**src/rtl/clock_mode_ctrl.sv**
```systemverilog
// Alarm-clock mode sequencer: routes button presses to the time/alarm adjust
// blocks, gates the running counter, drives display blink and the alarm ring.
module clock_mode_ctrl #(
    parameter int unsigned RING_SECS = 60,
    parameter int unsigned IDLE_SECS = 30,
    parameter int unsigned CNT_W     = 6
) (
    input  logic       clk,
    input  logic       reset,
    input  logic       tick_1hz,
    input  logic       bt_c,
    input  logic       bt_l,
    input  logic       bt_r,
    input  logic       bt_u,
    input  logic       bt_d,
    input  logic       alarm_match,
    output logic       en_time_hr,
    output logic       en_time_min,
    output logic       en_alarm_hr,
    output logic       en_alarm_min,
    output logic       load_time,
    output logic       clk_run,
    output logic       disp_alarm,
    output logic [3:0] blank,
    output logic       alarm_armed,
    output logic       buzzer
);

    localparam logic [1:0] S_CLOCK     = 2'd0;
    localparam logic [1:0] S_SET_TIME  = 2'd1;
    localparam logic [1:0] S_SET_ALARM = 2'd2;
    localparam logic [1:0] S_RINGING   = 2'd3;

    localparam logic F_MIN  = 1'b0;
    localparam logic F_HOUR = 1'b1;

    localparam logic [CNT_W-1:0] IDLE_LAST = CNT_W'(IDLE_SECS - 1);
    localparam logic [CNT_W-1:0] RING_LAST = CNT_W'(RING_SECS - 1);

    logic [1:0]       state, state_nx;
    logic             field, field_nx;
    logic             armed_nx;
    logic             load_nx;
    logic             ring_done;
    logic             blink_phase;
    logic [CNT_W-1:0] idle_cnt, ring_cnt;
    logic             any_bt;
    logic             in_set;

    assign any_bt = bt_c | bt_l | bt_r | bt_u | bt_d;
    assign in_set = (state == S_SET_TIME) || (state == S_SET_ALARM);

    always_comb begin
        state_nx = state;
        field_nx = field;
        armed_nx = alarm_armed;
        load_nx  = 1'b0;
        case (state)
            S_CLOCK: begin
                if (bt_c) begin
                    state_nx = S_SET_TIME;
                    field_nx = F_MIN;
                end else if (alarm_match && alarm_armed && !ring_done) begin
                    state_nx = S_RINGING;
                end else if (!bt_l && !bt_r && (bt_u || bt_d)) begin
                    armed_nx = ~alarm_armed;
                end
            end
            S_SET_TIME, S_SET_ALARM: begin
                if (bt_c) begin
                    state_nx = (state == S_SET_TIME) ? S_SET_ALARM : S_CLOCK;
                    field_nx = F_MIN;
                    load_nx  = (state == S_SET_TIME);
                end else if (bt_l) begin
                    field_nx = F_HOUR;
                end else if (bt_r) begin
                    field_nx = F_MIN;
                end else if (!any_bt && tick_1hz && idle_cnt >= IDLE_LAST) begin
                    // timeout abandons the edit: no load strobe
                    state_nx = S_CLOCK;
                    field_nx = F_MIN;
                end
            end
            S_RINGING: begin
                if (any_bt || (tick_1hz && ring_cnt >= RING_LAST)) begin
                    state_nx = S_CLOCK;
                    field_nx = F_MIN;
                end
            end
            default: begin
                state_nx = S_CLOCK;
                field_nx = F_MIN;
            end
        endcase
    end

    always_ff @(posedge clk) begin
        if (reset) begin
            state       <= S_CLOCK;
            field       <= F_MIN;
            alarm_armed <= 1'b0;
            load_time   <= 1'b0;
            blink_phase <= 1'b0;
            ring_done   <= 1'b0;
            idle_cnt    <= '0;
            ring_cnt    <= '0;
        end else begin
            state       <= state_nx;
            field       <= field_nx;
            alarm_armed <= armed_nx;
            load_time   <= load_nx;
            if (tick_1hz)
                blink_phase <= ~blink_phase;

            // ring_done blocks re-triggering until alarm_match has dropped
            if (state == S_RINGING && state_nx != S_RINGING)
                ring_done <= 1'b1;
            else if (!alarm_match)
                ring_done <= 1'b0;

            if (state_nx != state) begin
                idle_cnt <= '0;
                ring_cnt <= '0;
            end else begin
                if (in_set) begin
                    if (any_bt)
                        idle_cnt <= '0;
                    else if (tick_1hz && idle_cnt != '1)
                        idle_cnt <= idle_cnt + 1'b1;
                end
                if (state == S_RINGING && tick_1hz && ring_cnt != '1)
                    ring_cnt <= ring_cnt + 1'b1;
            end
        end
    end

    assign en_time_min  = (state == S_SET_TIME)  && (field == F_MIN);
    assign en_time_hr   = (state == S_SET_TIME)  && (field == F_HOUR);
    assign en_alarm_min = (state == S_SET_ALARM) && (field == F_MIN);
    assign en_alarm_hr  = (state == S_SET_ALARM) && (field == F_HOUR);
    assign clk_run      = (state != S_SET_TIME);
    assign disp_alarm   = (state == S_SET_ALARM);
    assign buzzer       = (state == S_RINGING);

    always_comb begin
        blank = 4'b0000;
        if (in_set && blink_phase)
            blank = (field == F_HOUR) ? 4'b1100 : 4'b0011;
    end

endmodule

```
**config.mk**
```make
export PLATFORM = sky130hd
export DESIGN_NAME = clock_mode_ctrl
export DESIGN_NICKNAME = d
export VERILOG_FILES = /design/src/rtl/clock_mode_ctrl.sv
export SDC_FILE = /design/constraint.sdc
export NUM_CORES = 1
export LEC_CHECK = 0
export ABC_AREA = 0
export BUFFER_PORTS_ARGS = -buffer_cell sky130_fd_sc_hd__buf_2
export CAP_MARGIN = 25
export CORE_AREA = 4 4 61 63
export DETAILED_ROUTE_END_ITERATION = 8
export DIE_AREA = 0 0 65 67
export HOLD_SLACK_MARGIN = 0.12
export SKIP_CTS_REPAIR_TIMING = 1
export SYNTH_ARGS = -nofsm -noshare
export SYNTH_HDL_FRONTEND = slang
export SYNTH_SLANG_ARGS = --single-unit
```
**constraint.sdc**
```tcl
create_clock -name clk -period 6.15 [get_ports clk]
set_clock_uncertainty 0.2 [all_clocks]
set_input_delay 1.5375 -clock clk [delete_from_list [all_inputs] [get_ports clk]]
set_output_delay 1.5375 -clock clk [all_outputs]
set_load 0.02 [all_outputs]
```
# Word-level counts from Yosys, hierarchy flattened
# Cells that the tools add are included.
dict set report op_classes {
  div_mod_pow 0
  bitwise 10
  n_reduce_logical 31
  n_addsub 2
  magnitude_cmp 2
  n_eq_ne 12
  multipliers 0
  shifts 0
  mux 22
}
# operator count
set ops {}
lappend ops {{$logic_and 1x1->1} 16}
lappend ops {{$mux 2} 8}
lappend ops {{$add 6x1->6 const B} 2}
lappend ops {{$mux 6} 2}
lappend ops {{$ne 6x6->1 const B} 2}
lappend ops {{$mux 1} 8}
lappend ops {{$mux 4} 2}
lappend ops {{$ge 6x5->1 const B} 1}
lappend ops {{$ge 6x6->1 const B} 1}
lappend ops {{$ne 2x1->1 const B} 3}
lappend ops {{$not 1->1} 6}
lappend ops {{$pmux 2 s3} 1}
lappend ops {{$ne 5x5->1 const B} 1}
lappend ops {{$eq 2x2->1 const B} 2}
lappend ops {{$logic_not 1->1} 4}
lappend ops {{$ne 2x2->1 const B} 2}
lappend ops {{$or 1x1->1} 4}
lappend ops {{$reduce_and 4->1} 1}
lappend ops {{$reduce_or 2->1} 2}
lappend ops {{$logic_or 1x1->1} 3}
lappend ops {{$pmux 1 s3} 1}
lappend ops {{$reduce_and 3->1} 1}
lappend ops {{$reduce_or 3->1} 1}
lappend ops {{$eq 2x1->1 const B} 1}
lappend ops {{other kinds (4)} 4}
dict set report word_totals {
  romBits 0
  ff_bits 19
  input_bits 9
  ramBits 0
  n_memories 0
  latchBits 0
}

# Depth between registers and ports, before layout
# Gate-level depths: netlist (run 1).
dict set report logic_depth {
  depth_word 15
  mapped_depth 9
  depth_no_buf 7
}

# Worst setup path before layout (run 1)
# OpenSTA, ideal clock, no wires.
dict set report synth_path {
  path_type {register to output}
  start {register state[1]}
  end {output port blank[3]}
  path_stages_with_launch 7
  arrival_time_ns 1.546
  setup_slack_ns 2.866
  t_required_ns 4.412
  n_path_buf 2
  cell_sequence {dfxtp_1 -> inv_1 -> ha_1 -> buf_2 -> nand2_1 -> nor2_1 -> buf_4}
}
dict set report synth_via {
  elab_chain_len 4
  word_cells_on_any_way 5
  cone_classes {eq/ne (2); mux (1); reduce/logical (2)}
}
# element line
set synth_rtl {}
lappend synth_rtl {{from (decl)} 40} ;# logic [1:0] state, state_nx;
lappend synth_rtl {{from (signal assigned)} 108} ;# state <= state_nx;
lappend synth_rtl {{$eq 2x1->1 or $eq 2x2->1 (tied branches)} 51} ;# assign in_set = (state == S_SET_TIME) || (state == S_SET_ALARM);
lappend synth_rtl {{$logic_or 1x1->1 *} 51}
lappend synth_rtl {{$logic_and 1x1->1 *} 147} ;# if (in_set && blink_phase)
lappend synth_rtl {{$mux 4 *} 147}
lappend synth_rtl {{to (decl)} 24} ;# output logic [3:0] blank,
# Mark *: on every way between the ends. The rest lies on a longest branch, timed or not.

# Worst setup path in the final report (run 1)
dict set report layout_path {
  start {register state[1]}
  end {output port blank[1]}
}
# Same word-level chain as after synthesis.

==> results of run 1 <==
[power by group]
part | switching, mW | leakage, nW | internal, mW
combinational | 0.0300 | 0.375 | 0.0173
sequential | 0.00254 | 0.154 | 0.125
clock | 0.0378 | 0.0150 | 0.0252
total | 0.0704 | 0.544 | 0.168
[state kept, by name, indices dropped and copies added (netlist names)]
signal       count
field            1
blink_phase      1
ring_done        1
load_time        1
alarm_armed      1
ring_cnt         6
idle_cnt         6
state            2
[worst min-delay path by stage]
stage	startpoint	endpoint	slack, ns	cells past startpoint
global placement	ring_cnt[5]$_SDFFE_PP0P_	ring_cnt[5]$_SDFFE_PP0P_	0.31	2
finish	ring_cnt[5]$_SDFFE_PP0P_	ring_cnt[5]$_SDFFE_PP0P_	0.34	2
CTS	ring_cnt[5]$_SDFFE_PP0P_	ring_cnt[5]$_SDFFE_PP0P_	0.35	2
global route	blink_phase$_SDFFE_PP0P_	blink_phase$_SDFFE_PP0P_	0.39	2
floorplan	ring_cnt[5]$_SDFFE_PP0P_	ring_cnt[5]$_SDFFE_PP0P_	0.28	2
detailed placement	ring_cnt[5]$_SDFFE_PP0P_	ring_cnt[5]$_SDFFE_PP0P_	0.32	2
[cells in the final DEF (no fill, tap or decap), types with 3 or more instances in the layout]
cell	n
nor2_1	22
buf_2	21
dfxtp_1	19
nand2_1	11
ha_1	9
inv_1	8
nand3_1	6
o21ai_0	6
a21oi_1	6
nor3_1	5
xnor2_1	5
mux2i_1	4
a31oi_1	3
a21o_2	3
o21a_1	3
nor4_1	3
and3_1	3
nand2b_1	3
clkbuf_4	3
[worst reg2reg max path, cell delays in order, from the launching register on]
cell	delay [ns]
dfxtp_1	0.47
inv_1	0.12
ha_1	0.43
nor3b_1	0.20
o21ai_0	0.16
nand4b_2	0.19
o21ai_2	0.48
nor3_1	0.13
[cells by family (layout without fill, tap and decap cells)]
kind of cell	count (synthesis)	count (layout)	share of synthesized area
simple gates	65	65	0.2628
compound gates	34	34	0.1956
flops	19	19	0.3049
buf+inv	15	33	0.06519
fa+ha+maj	9	9	0.09027
xor+xnor	7	7	0.04915
mux	4	4	0.03210
[per-layer routing]
metal	share of wire	vias up
li1	-	571
met1	0.48	520
met2	0.47	26
met3	0.044	2
met4	0.0064	0
met5	0	-
[layout make-up]
type	instances	area, µm²
inverter	8	30.03
fill	354	1847
timing repair buffer	21	105.1
multi-input combinational	119	785.8
tap	46	57.56
clock buffer	4	26.28
sequential	19	380.4
==> results.py, run 1 <==
metrics = {
    "finish": {
        "layout.cells.non_filler": 217,
        "fin_util": 0.4286,
        "syn2layout_area_growth_pct": 11.03,
        "final_area_um2": 1385,
        "drive_gt1_frac": 0.1988,
        "nets": 190,
        "antenna_cells": 0,
    },
    "clock_network": {
        "clock-root-buffer": "clkbuf_4",
        "clock_sinks": 19,
        "cts_tree": "yes",
        "cts.clk_slew.worst_paths_ns": 0.12,
        "cts_buffer_depth": 2,
        "cts_buffers": 3,
        "htreeDepth": 1,
        "clkLatencyLatePin_ns": 0.30,
    },
    "routing": {
        "ant_nets": 0,
        "vias": 1119,
        "wl_per_cell_um": 12.16,
        "viasPerCell": 5.157,
        "drt-total-wl_um": 2638,
        "drtIter0Drc": 39,
        "dr.pass1.iters": 4,
        "drc": 0,
    },
    "global_route": {
        "gr-usage-met2": 0.2312,
        "grt.overflow.total": 0,
        "grt_antenna_before_repair": 0,
        "grt_start_max_net_pins": 16,
        "grtUsageMet3": 0.02867,
        "grt_most_used_layer": "met2",
        "grt_first_pass_wirelength_um": 4457,
        "grt_pass1_vias": 1046,
        "grt_usage": 0.1300,
        "met1_usage": 0.1547,
    },
    "die": {
        "io_pins": 22,
        "die-area_um2": 4355,
        "rows": 21,
        "die_w_um": 65,
        "initial_core_util": 0.3860,
        "core_area_um2": 3232,
        "die_h_um": 67,
    },
    "logic_synthesis": {
        "syn_nets": 171,
        "synthCells": 153,
        "synth-seq-cells": 19,
        "synth_warnings": 0,
        "synth_most_common_cell": "nor2_1",
        "ys.flop_type": "dfxtp_1",
        "synth_common_cells": "22 x nor2_1, 19 x dfxtp_1, 11 x nand2_1",
        "ys_seq_area_frac": 0.3049,
        "synth.area.top_cells": "dfxtp_1 30%, ha_1 9.0%, nor2_1 6.6%",
        "synth_top_area_frac": 0.3049,
        "ys_types": 43,
        "synth-edff-count": 0,
        "syn_area_um2": 1247,
        "avgSynthCellArea_um2": 8.153,
        "synth_area_leader_cell": "dfxtp_1",
        "async_flop_share": 0,
    },
    "critical_path": {
        "crit_chain": "inv_1, ha_1, nand2_1, nor2_1, buf_2",
        "critical_path_peak_fanout": 11,
        "start_kind": "flip-flop",
        "r2r_start": "state[1]$_SDFF_PP0_",
        "slowest_stage": "ha_1",
        "r2r-end": "idle_cnt[4]$_SDFFE_PP0P_",
        "critical-path-top-delay-family": "adder cells",
        "setup.worst_path.end_class": "output port",
        "endpoint": "blank[1]",
        "path_depth": 5,
        "critical_path_class": "reg -> out",
        "cp.required_ns": 4.41,
        "critPathLaunch": "state[1]$_SDFF_PP0_",
        "cpPeakStageDelay_ns": 0.49,
        "path_buf_inv": 2,
        "r2r.worst_path.cells": 7,
        "critPathArrivalTime_ns": 1.79,
        "rrSetupSlack_ns": 3.63,
    },
    "sta": {
        "hold_violations": 0,
        "fin_crit_ns": 3.530,
        "slew_headroom": 0.6525,
        "finalMaxSlewViolations": 0,
        "timing.final.ws_setup_ns": 2.620,
        "tns_ns": 0,
        "rsz0062_at_grt": "false",
        "max_freq_mhz": 283.3,
        "tightest_slew_ns": 0.5212,
        "setup_viol": 0,
        "hold_ws_ns": 0.3411,
        "period_share": 0.5740,
    },
    "placed_design": {
        "hpwl_um": 2120,
        "placed_cell_area_um2": 1359,
        "dp_cells": 213,
        "gp_congestion": 0.7749,
        "pre_cts_ws_ns": 2.879,
        "portBuffers": 21,
    },
    "power": {
        "power.density_nw_per_um2": 171.9,
        "p_leak_nw": 0.5441,
        "ir_drop_uv": 59.25,
        "finalPower_mw": 0.2380,
    },
    "job": {
        "max-cap-violations": 0,
    },
    "hold_path": {
        "hold_class": "reg -> reg",
    },
    "run_status": {
        "status": "finished clean",
    },
}
No activity file was read; power rests on OpenSTA's default activity.
==> run 2: changes to the inputs <==
--- a/config.mk
+++ b/config.mk
@@ -5,12 +5,12 @@
 export SDC_FILE = /design/constraint.sdc
 export NUM_CORES = 1
 export LEC_CHECK = 0
-export ABC_AREA = 0
+export ABC_AREA = 1
 export BUFFER_PORTS_ARGS = -buffer_cell sky130_fd_sc_hd__buf_2
 export CAP_MARGIN = 25
-export CORE_AREA = 4 4 61 63
+export CORE_AREA = 4 4 63 65
 export DETAILED_ROUTE_END_ITERATION = 8
-export DIE_AREA = 0 0 65 67
+export DIE_AREA = 0 0 67 69
 export HOLD_SLACK_MARGIN = 0.12
 export SKIP_CTS_REPAIR_TIMING = 1
 export SYNTH_ARGS = -nofsm -noshare
==> constraint.sdc (replaced) <==
create_clock -name clk -period 3.3 [get_ports clk]
set_clock_uncertainty 0.2 [all_clocks]
set_input_delay 0.825 -clock clk [delete_from_list [all_inputs] [get_ports clk]]
set_output_delay 0.825 -clock clk [all_outputs]
set_load 0.02 [all_outputs]
==> run 2 against run 1 <==
Compared with the run above: largest cell class unchanged; final area is 9.4% higher; setup slack worse by 2.1 ns; sequential power is 110% higher; flip-flop and latch count stayed put; clock-buffer cell count is 1 lower; sequential share of layout area is 2.4 points lower; global-route usage is 0.28 points higher; critical endpoint is now blank[0].
==> results.py, run 2 <==
metrics = {
    "run_status": {
        "status": "finished clean",
    },
    "logic_synthesis": {
        "ys_types": 27,
        "ys.flop_type": "dfxtp_1",
        "syn_nets": 211,
        "synth_common_cells": "37 x nand2_1, 28 x inv_1, 19 x dfxtp_1",
        "avgSynthCellArea_um2": 7.060,
        "synth_top_area_frac": 0.2792,
        "synthCells": 193,
        "async_flop_share": 0,
        "synth-seq-cells": 19,
        "ys_seq_area_frac": 0.2792,
        "synth-edff-count": 0,
        "synth_area_leader_cell": "dfxtp_1",
        "synth_warnings": 0,
        "synth.area.top_cells": "dfxtp_1 28%, nand2_1 10%, ha_1 8.3%",
        "syn_area_um2": 1363,
        "synth_most_common_cell": "nand2_1",
    },
    "sta": {
        "tightest_slew_ns": 0.5986,
        "period_share": 0.8490,
        "fin_crit_ns": 2.802,
        "tns_ns": 0,
        "max_freq_mhz": 356.9,
        "hold_ws_ns": 0.2613,
        "slew_headroom": 0.5999,
        "finalMaxSlewViolations": 0,
        "hold_violations": 0,
        "setup_viol": 0,
        "rsz0062_at_grt": "false",
    },
    "finish": {
        "nets": 233,
        "layout_commonest_cell": "nand2_1",
        "layout.cells.non_filler": 260,
        "syn2layout_area_growth_pct": 11.20,
        "fin_util": 0.4541,
        "reg_top3": "idle_cnt x6, ring_cnt x6, state x2",
        "most-common-layout-cells": "37 x nand2_1, 28 x inv_1, 21 x buf_2",
        "drive_gt1_frac": 0.2430,
        "antenna_cells": 0,
    },
    "power": {
        "p_switching_mw": 0.4614,
        "p_leak_nw": 0.6796,
        "p_int_mw": 0.4321,
        "ir_drop_uv": 402.5,
        "p_comb_frac": 0.560,
        "p_sw_frac": 0.5164,
        "clkPwrFrac": 0.138,
        "seqPwrFrac": 0.303,
        "power.density_nw_per_um2": 589.6,
    },
    "die": {
        "rows": 21,
        "die-area_um2": 4623,
        "initial_core_util": 0.4083,
        "die_h_um": 69,
        "io_pins": 22,
        "core_area_um2": 3337,
        "die_w_um": 67,
    },
    "clock_network": {
        "clkLatencyLatePin_ns": 0.31,
        "cts_buffer_depth": 2,
        "clock-root-buffer": "clkbuf_4",
        "clock_sinks": 19,
        "cts_buffers": 3,
        "cts_tree": "yes",
        "htreeDepth": 1,
        "cts.clk_slew.worst_paths_ns": 0.12,
    },
    "critical_path": {
        "critical_path_peak_fanout": 6,
        "critical_path_class": "reg -> out",
        "cp.required_ns": 2.27,
        "setup.worst_path.end_class": "output port",
        "critPathArrivalTime_ns": 1.78,
        "start_kind": "flip-flop",
    },
    "routing": {
        "vias": 1222,
        "dr.pass1.iters": 4,
        "drc": 0,
        "drt-total-wl_um": 2770,
        "ant_nets": 0,
        "drtIter0Drc": 99,
        "viasPerCell": 4.700,
        "wl_per_cell_um": 10.65,
    },
    "placed_design": {
        "dp_cells": 256,
        "hpwl_um": 2153,
        "gp_congestion": 0.7859,
        "portBuffers": 21,
    },
    "job": {
        "max-cap-violations": 0,
    },
    "global_route": {
        "grt_pass1_vias": 1079,
        "grt_antenna_before_repair": 0,
        "grt_first_pass_wirelength_um": 4905,
        "grt_usage": 0.1327,
        "grt_start_max_net_pins": 13,
        "grt.overflow.total": 0,
    },
    "hold_path": {
        "hold_class": "reg -> reg",
    },
}
run 2: cell count changes after synthesis, sizes merged, moves of 4 or more:
cell / before / now
nand4: 1 / 5
nand2: 11 / 41
mux2i: 4 / 0
nand3: 6 / 16
inv: 8 / 34
nor3: 5 / 14
run 2: power groups by stage:
stage               clock (mW)  combinational, mW  sequential [mW]
floorplan                    0              0.433            0.271
global placement             0              0.503            0.276
detailed placement           0              0.502            0.275
CTS                      0.127              0.505            0.270
global route             0.143              0.570            0.274
finish                   0.123              0.500            0.270
run 2: through the flow:
step / setup WS, ns / power (mW) / instance area, µm²
2_1_floorplan: 0.6353 / 0.7037 / 1363
3_3_place_gp: 0.7759 / 0.7785 / 1488
3_5_place_dp: 0.7274 / 0.7773 / 1488
4_1_cts: 0.4965 / 0.9011 / 1515
5_1_grt: 0.3202 / 0.9869 / 1515
6_report: 0.4984 / 0.8934 / 1515
run 2: worst paths after layout:
path                                                 end  cells past startpoint  slack (ns)              startpoint
worst min register to register    ring_done$_SDFFE_PP0P_                      2        0.26  ring_done$_SDFFE_PP0P_
worst max register to register  ring_cnt[5]$_SDFFE_PP0P_                     10        0.74     state[0]$_SDFF_PP0_
worst max-delay path                            blank[0]                      5        0.50     state[0]$_SDFF_PP0_
worst min-delay path              ring_done$_SDFFE_PP0P_                      2        0.26  ring_done$_SDFFE_PP0P_
run 2: layout make-up:
| class | count | area (µm²) |
|---|---|---|
| tap | 46 | 57.56 |
| clock inverter | 1 | 5.005 |
| sequential | 19 | 380.4 |
| timing repair buffer | 21 | 105.1 |
| fill | 384 | 1822 |
| inverter | 34 | 127.6 |
| multi-input combinational | 136 | 817.0 |
| clock buffer | 3 | 22.52 |
run 2: cells by family after synthesis:
family | synth area share
compound gates | 0.06887
xor+xnor | 0.04500
fa+ha+maj | 0.08265
buf+inv | 0.1212
flops | 0.2792
simple gates | 0.4031
run 2: critical path: stages (launching register included):
cell and delay [ns]:
dfxtp_1 0.44, inv_1 0.13, ha_1 0.42, inv_1 0.09, nor3_1 0.18, buf_2 0.20
run 2: per-layer routing:
metal,vias up,GRT usage,share of wire
met5,-,0,0
met4,0,0.05405,0.013
met3,4,0.02110,0.041
met2,22,0.1725,0.41
met1,542,0.2099,0.53
li1,654,-,-
